File: config.mk
export PLATFORM = sky130hd
export DESIGN_NAME = instruction_fetch
export DESIGN_NICKNAME = d
export VERILOG_FILES = /design/src/rtl/instruction_fetch.sv
export SDC_FILE = /design/constraint.sdc
export NUM_CORES = 1
export LEC_CHECK = 0
export ABC_CLOCK_PERIOD_IN_PS = 5300
export CAP_MARGIN = 5
export CORE_AREA = 8 8 137 139
export DETAILED_ROUTE_END_ITERATION = 7
export DIE_AREA = 0 0 145 147
export PLACE_DENSITY_LB_ADDON = 0.25
export SLEW_MARGIN = 10
export SYNTH_ARGS = -nofsm -noshare
export SYNTH_HDL_FRONTEND = slang
export SYNTH_SLANG_ARGS = --single-unit
File: constraint.sdc
create_clock -name clk -period 5.3 [get_ports clk]
set_clock_uncertainty 0.05 [all_clocks]
set_input_delay 1.06 -clock clk [delete_from_list [all_inputs] [get_ports clk]]
set_output_delay 1.06 -clock clk [all_outputs]
set_load 0.01 [all_outputs]
File: src/rtl/instruction_fetch.sv
// Instruction-fetch stage: owns the PC, issues word reads over a req/ready handshake,
// and feeds an IF/ID register (with a one-entry skid buffer) to the main controller.
module instruction_fetch #(
    parameter logic [31:0] RESET_PC = 32'h0000_0000,
    parameter int unsigned PC_STEP  = 4
) (
    input  logic        clk,
    input  logic        rst_n,
    output logic        imem_req,
    output logic [31:0] imem_addr,
    input  logic        imem_ready,
    input  logic [31:0] imem_rdata,
    input  logic        stall,
    input  logic        redirect_valid,
    input  logic [31:0] redirect_pc,
    output logic        ifid_valid,
    output logic [31:0] ifid_inst,
    output logic [31:0] ifid_pc4,
    output logic [5:0]  opcode,
    output logic [5:0]  funct
);

    typedef enum logic [1:0] {
        ST_REQ   = 2'd0,
        ST_HOLD  = 2'd1,
        ST_DRAIN = 2'd2
    } state_t;

    state_t      state_q, state_d;
    logic [31:0] pc_q, pc_d;
    logic [31:0] drain_addr_q, drain_addr_d;
    logic        ifid_valid_q, ifid_valid_d;
    logic [31:0] ifid_inst_q, ifid_inst_d;
    logic [31:0] ifid_pc4_q, ifid_pc4_d;
    logic [31:0] skid_inst_q, skid_inst_d;
    logic [31:0] skid_pc4_q, skid_pc4_d;

    logic [31:0] pc_next;
    logic [31:0] redirect_target;

    assign pc_next         = pc_q + 32'(PC_STEP);
    assign redirect_target = {redirect_pc[31:2], 2'b00};

    always_comb begin
        state_d      = state_q;
        pc_d         = pc_q;
        drain_addr_d = drain_addr_q;
        ifid_valid_d = ifid_valid_q;
        ifid_inst_d  = ifid_inst_q;
        ifid_pc4_d   = ifid_pc4_q;
        skid_inst_d  = skid_inst_q;
        skid_pc4_d   = skid_pc4_q;

        case (state_q)
            ST_REQ: begin
                if (redirect_valid) begin
                    pc_d         = redirect_target;
                    ifid_valid_d = 1'b0;
                    ifid_inst_d  = 32'h0;
                    skid_inst_d  = 32'h0;
                    skid_pc4_d   = 32'h0;
                    // An unanswered request cannot be withdrawn; finish it at the old address.
                    if (!imem_ready) begin
                        state_d      = ST_DRAIN;
                        drain_addr_d = pc_q;
                    end
                end else if (imem_ready) begin
                    pc_d = pc_next;
                    if (!stall || !ifid_valid_q) begin
                        ifid_valid_d = 1'b1;
                        ifid_inst_d  = imem_rdata;
                        ifid_pc4_d   = pc_next;
                    end else begin
                        skid_inst_d = imem_rdata;
                        skid_pc4_d  = pc_next;
                        state_d     = ST_HOLD;
                    end
                end else if (!stall) begin
                    ifid_valid_d = 1'b0;
                    ifid_inst_d  = 32'h0;
                end
            end

            ST_HOLD: begin
                if (redirect_valid) begin
                    pc_d         = redirect_target;
                    ifid_valid_d = 1'b0;
                    ifid_inst_d  = 32'h0;
                    skid_inst_d  = 32'h0;
                    skid_pc4_d   = 32'h0;
                    state_d      = ST_REQ;
                end else if (!stall) begin
                    ifid_valid_d = 1'b1;
                    ifid_inst_d  = skid_inst_q;
                    ifid_pc4_d   = skid_pc4_q;
                    skid_inst_d  = 32'h0;
                    skid_pc4_d   = 32'h0;
                    state_d      = ST_REQ;
                end
            end

            ST_DRAIN: begin
                if (redirect_valid) begin
                    pc_d = redirect_target;
                end
                if (imem_ready) begin
                    state_d = ST_REQ;
                end
            end

            default: begin
                state_d = ST_REQ;
            end
        endcase
    end

    always_ff @(posedge clk) begin
        if (!rst_n) begin
            state_q      <= ST_REQ;
            pc_q         <= RESET_PC;
            drain_addr_q <= 32'h0;
            ifid_valid_q <= 1'b0;
            ifid_inst_q  <= 32'h0;
            ifid_pc4_q   <= 32'h0;
            skid_inst_q  <= 32'h0;
            skid_pc4_q   <= 32'h0;
        end else begin
            state_q      <= state_d;
            pc_q         <= pc_d;
            drain_addr_q <= drain_addr_d;
            ifid_valid_q <= ifid_valid_d;
            ifid_inst_q  <= ifid_inst_d;
            ifid_pc4_q   <= ifid_pc4_d;
            skid_inst_q  <= skid_inst_d;
            skid_pc4_q   <= skid_pc4_d;
        end
    end

    assign imem_req   = rst_n && (state_q != ST_HOLD);
    assign imem_addr  = (state_q == ST_DRAIN) ? drain_addr_q : pc_q;
    assign ifid_valid = ifid_valid_q;
    assign ifid_inst  = ifid_inst_q;
    assign ifid_pc4   = ifid_pc4_q;
    assign opcode     = ifid_inst_q[31:26];
    assign funct      = ifid_inst_q[5:0];

endmodule

Yosys cells after proc, flatten, opt, wreduce, memory -nomap -nowiden
Cells that the tools add are included.

Input port bits: 69. Word-level logic and storage cells: 82. Output and inout port bits: 110. Bits in registers: 195.

Reduce and logical (&&, ||, !) cells: 14. Add/sub/neg operators: 1. Equal/unequal tests: 16. Mux-type cells: 42. Bitwise gates (word level): 1.

Operators by type and width (number): $mux W32 (22); $pmux W32 S2 (5); $add A32 B3 Y32 const B (1); $mux W2 (7); $ne A2 B2 Y1 const B (6); $ne A3 B3 Y1 const B (4); $ne A4 B4 Y1 const B (2); $reduce_and A4 Y1 (2); $mux W1 (6); $pmux W2 S3 (1); $reduce_and A3 Y1 (2); $reduce_and A6 Y1 (1); $reduce_and A5 Y1 (1); $ne A2 B1 Y1 const B (2); $reduce_bool A2 Y1 (2); $eq A2 B1 Y1 const B (1); $eq A2 B2 Y1 const B (1); $logic_not A1 Y1 (2); $logic_not A2 Y1 (1); $pmux W1 S2 (1); $reduce_or A2 Y1 (1); $logic_and A1 B1 Y1 (1); $logic_or A1 B1 Y1 (1); $not A1 Y1 (1).

Depth between registers and ports, before layout
Depth after elaboration: 6. Mapped depth: 11. Mapped depth without buffers: 7.

Least setup slack after synthesis
No wires, ideal clock.

Path type: in2out. From: input rst_n. To: output imem_req. Buffers on the path: 3. Data required time: 4190 ps. Arrival: 2018 ps. Stages on the path: 5. Path slack: 2172 ps. Path through: clkbuf_1 -> inv_2 -> clkbuf_1 -> clkbuf_1 -> nor2_1.

Longest elaborated chain between the ends: 1.

RTL lines: start, declared (line 8) `input logic rst_n,`; $logic_and A1 B1 Y1 (line 139) `assign imem_req = rst_n && (state_q != ST_HOLD);`; end, declared (line 9) `output logic imem_req,`.

No other way between the ends.

Final worst setup path
Ends and elaborated chain as after synthesis.

==> results.py <==
metrics = {
    "status": {
        "status": "finished clean",
    },
    "critical_path": {
        "critPathKind": "in -> out",
        "cp.arrival_ps": 2320,
        "max_stage_delay_ps": 570,
        "crit_top_cell": "clkdlybuf4s50_1",
        "cp-start-kind": "input port",
        "path_cells": "clkdlybuf4s50_1 > inv_4 > nor2_1 > clkdlybuf4s50_1",
        "crit_slowest_cell": "clkdlybuf4s50_1",
        "worst-path-max-fanout": 2,
        "crit_required_ps": 4190,
        "cp-end-kind": "primary output",
    },
    "synth": {
        "ys_types": 63,
        "synth_ff_type": "dfxtp_1",
        "synthCells": 1101,
        "synth_common_cells": "dfxtp_1, nand2_1, nor2_1",
        "synth_top_area_cell": "dfxtp_1",
        "yosysWarnings": 0,
        "netlist.area_leader.share_pct": 42.2,
        "avgSynthCellArea_um2": 8.15,
        "yosysMostFrequentCell": "dfxtp_1",
        "yosys_register_bits": 189,
        "yosysSeqAreaShare_pct": 42.2,
        "synth_edf_count": 0,
        "async_reset_ff_share_pct": 0,
        "synth_area_um2": 8980,
        "synthTopCellsByArea": "dfxtp_1, a22oi_1, nand2_1, a21oi_1, nor2_1",
    },
    "global_routing": {
        "grt_max_degree": 90,
        "antenna_found_initial": 0,
        "gr-total-overflow": 0,
        "track_usage_pct": 23.8,
        "grt_pass1_vias": 8082,
        "grt_pass1_wl_um": 42100,
    },
    "timing": {
        "fmax_mhz": 292,
        "post-route-period-util_pct": 64.7,
        "maxSlewHeadroom_pct": 34.8,
        "setup_viol": 0,
        "rsz0062_at_grt": "false",
        "hold_ws_ps": 399,
        "hold_viol": 0,
        "maxSlewViolCount": 0,
        "min_period_ps": 3430,
        "max_slew.worst_pin.slew_ps": 978,
        "fin_setup_tns_ps": 0,
    },
    "detailed_routing": {
        "routed_wl_um": 25600,
        "via_per_inst": 5.92,
        "antenna_left": 0,
        "vias": 8421,
        "drt-initial-drc-count": 789,
        "drt-pass1-iter-count": 5,
        "drc": 0,
        "wl_per_cell_um": 18.0,
    },
    "min_path": {
        "hp-class": "reg -> reg",
    },
    "layout": {
        "multi_input_area_um2": 4580,
        "regArea_um2": 3780,
        "antennaDiodeCount": 0,
        "nets": 1257,
        "syn_to_final_growth_pct": 24.9,
        "drive_gt1_share_pct": 7.85,
        "n_fill_cell": 1414,
    },
    "cts": {
        "clk_pin_slew_ps": 70,
        "clk_latency_ps": 420,
        "cts_resized": 0,
        "cts_tree": "built",
        "cts_setup_buffers": 0,
        "cts_sinks": 189,
        "cts_buffers": 17,
        "htreeDepth": 4,
        "holdBufCountCts": 0,
        "clockBufferDepth": 2,
        "clockRootBuffer": "clkbuf_16",
    },
    "floorplan": {
        "fp.dieH_um": 147,
        "dieArea_um2": 21300,
        "placementRows": 48,
        "pin_count": 179,
        "die_x_um": 145,
        "core_um2": 16800,
        "initial_core_util_pct": 53.6,
    },
    "placement": {
        "io_buffers": 174,
        "place_hpwl_um": 16700,
        "gp_congestion": 0.856,
    },
    "pwr": {
        "p_per_area_nw_per_um2": 317,
        "peakVddDrop_v": 0.000231,
        "power.leakage_uw": 0.00377,
    },
    "job": {
        "max_cap_viol_count": 0,
    },
}
[cell type report]
class / instances / share of cell area, %
inverters: 11 / 0.391
clock buffers: 19 / 3.95
well taps: 225 / 2.51
multi-input cells: 772 / 40.9
repair buffers: 193 / 16.8
clock inverters: 13 / 1.67
flip-flops and latches: 189 / 33.8
[worst paths after layout]
path | startpoint | to | slack [ps] | cells after the start
worst max register to register | state_q[0]$_SDFFE_PN0P_ | ifid_pc4[25]$_SDFFE_PN0P_ | 2320 | 7
worst max-delay path | rst_n | imem_req | 1870 | 4
worst min register to register | skid_pc4_q[18]$_SDFFE_PN0P_ | skid_pc4_q[18]$_SDFFE_PN0P_ | 400 | 2
worst min-delay path | skid_pc4_q[18]$_SDFFE_PN0P_ | skid_pc4_q[18]$_SDFFE_PN0P_ | 400 | 2
[critical path, delay by kind of cell]
| family | cells | cell delay [ps] |
|---|---|---|
| simple gates | 1 | 130 |
| buf+inv | 3 | 1130 |
[per-layer routing]
metal  global-route usage [%]  wire, um
met1                     29.5     11100
met2                     39.6     12500
met3                     5.57      1430
met4                     8.47       582
met5                        0         0
[metrics by stage]
stage	setup slack, ps	cells	power, uW	util, %	area (um2)
6_report	1870	1422	3560	66.9	11200
5_1_grt	1690	1422	3710	66.9	11200
4_1_cts	1850	1422	3580	66.9	11200
3_5_place_dp	1480	1390	2220	63.1	10600
3_3_place_gp	1560	1390	2200	63.1	10600
2_1_floorplan	2170	1102	1950	-	8980
[report_power, final]
| group | switching (uW) | internal, uW | leakage, uW |
|---|---|---|---|
| clock | 563 | 806 | 0.000288 |
| sequential | 83.1 | 1490 | 0.00154 |
| combinational | 326 | 292 | 0.00195 |
| total | 972 | 2590 | 0.00377 |
[flip-flops by register name, indices dropped and copies added, names as in the netlist]
| signal | count |
|---|---|
| drain_addr_q | 30 |
| ifid_inst | 32 |
| ifid_pc4 | 31 |
| ifid_valid | 1 |
| pc_q | 30 |
| skid_inst_q | 32 |
| skid_pc4_q | 31 |
| state_q | 2 |
[cells in the final DEF (no fill, tap or decap), types with 17 or more instances in the layout]
cell,instances
nand3_1,39
nand2_1,138
clkdlybuf4s50_1,174
dfxtp_1,189
buf_4,19
a22oi_1,74
a211oi_1,35
o21ai_0,65
a21oi_1,84
mux2_2,26
clkbuf_16,17
nor2_1,111
[logic make-up after synthesis]
kind of cell	synth area share (%)
simple gates	19.9
compound gates	24.3
flops	42.2
buf+inv	7.08
mux	4.15
xor+xnor	1.85
fa+ha+maj	0.558
other cells	0.0418
Note: power is estimated with default switching activity, not from simulation.
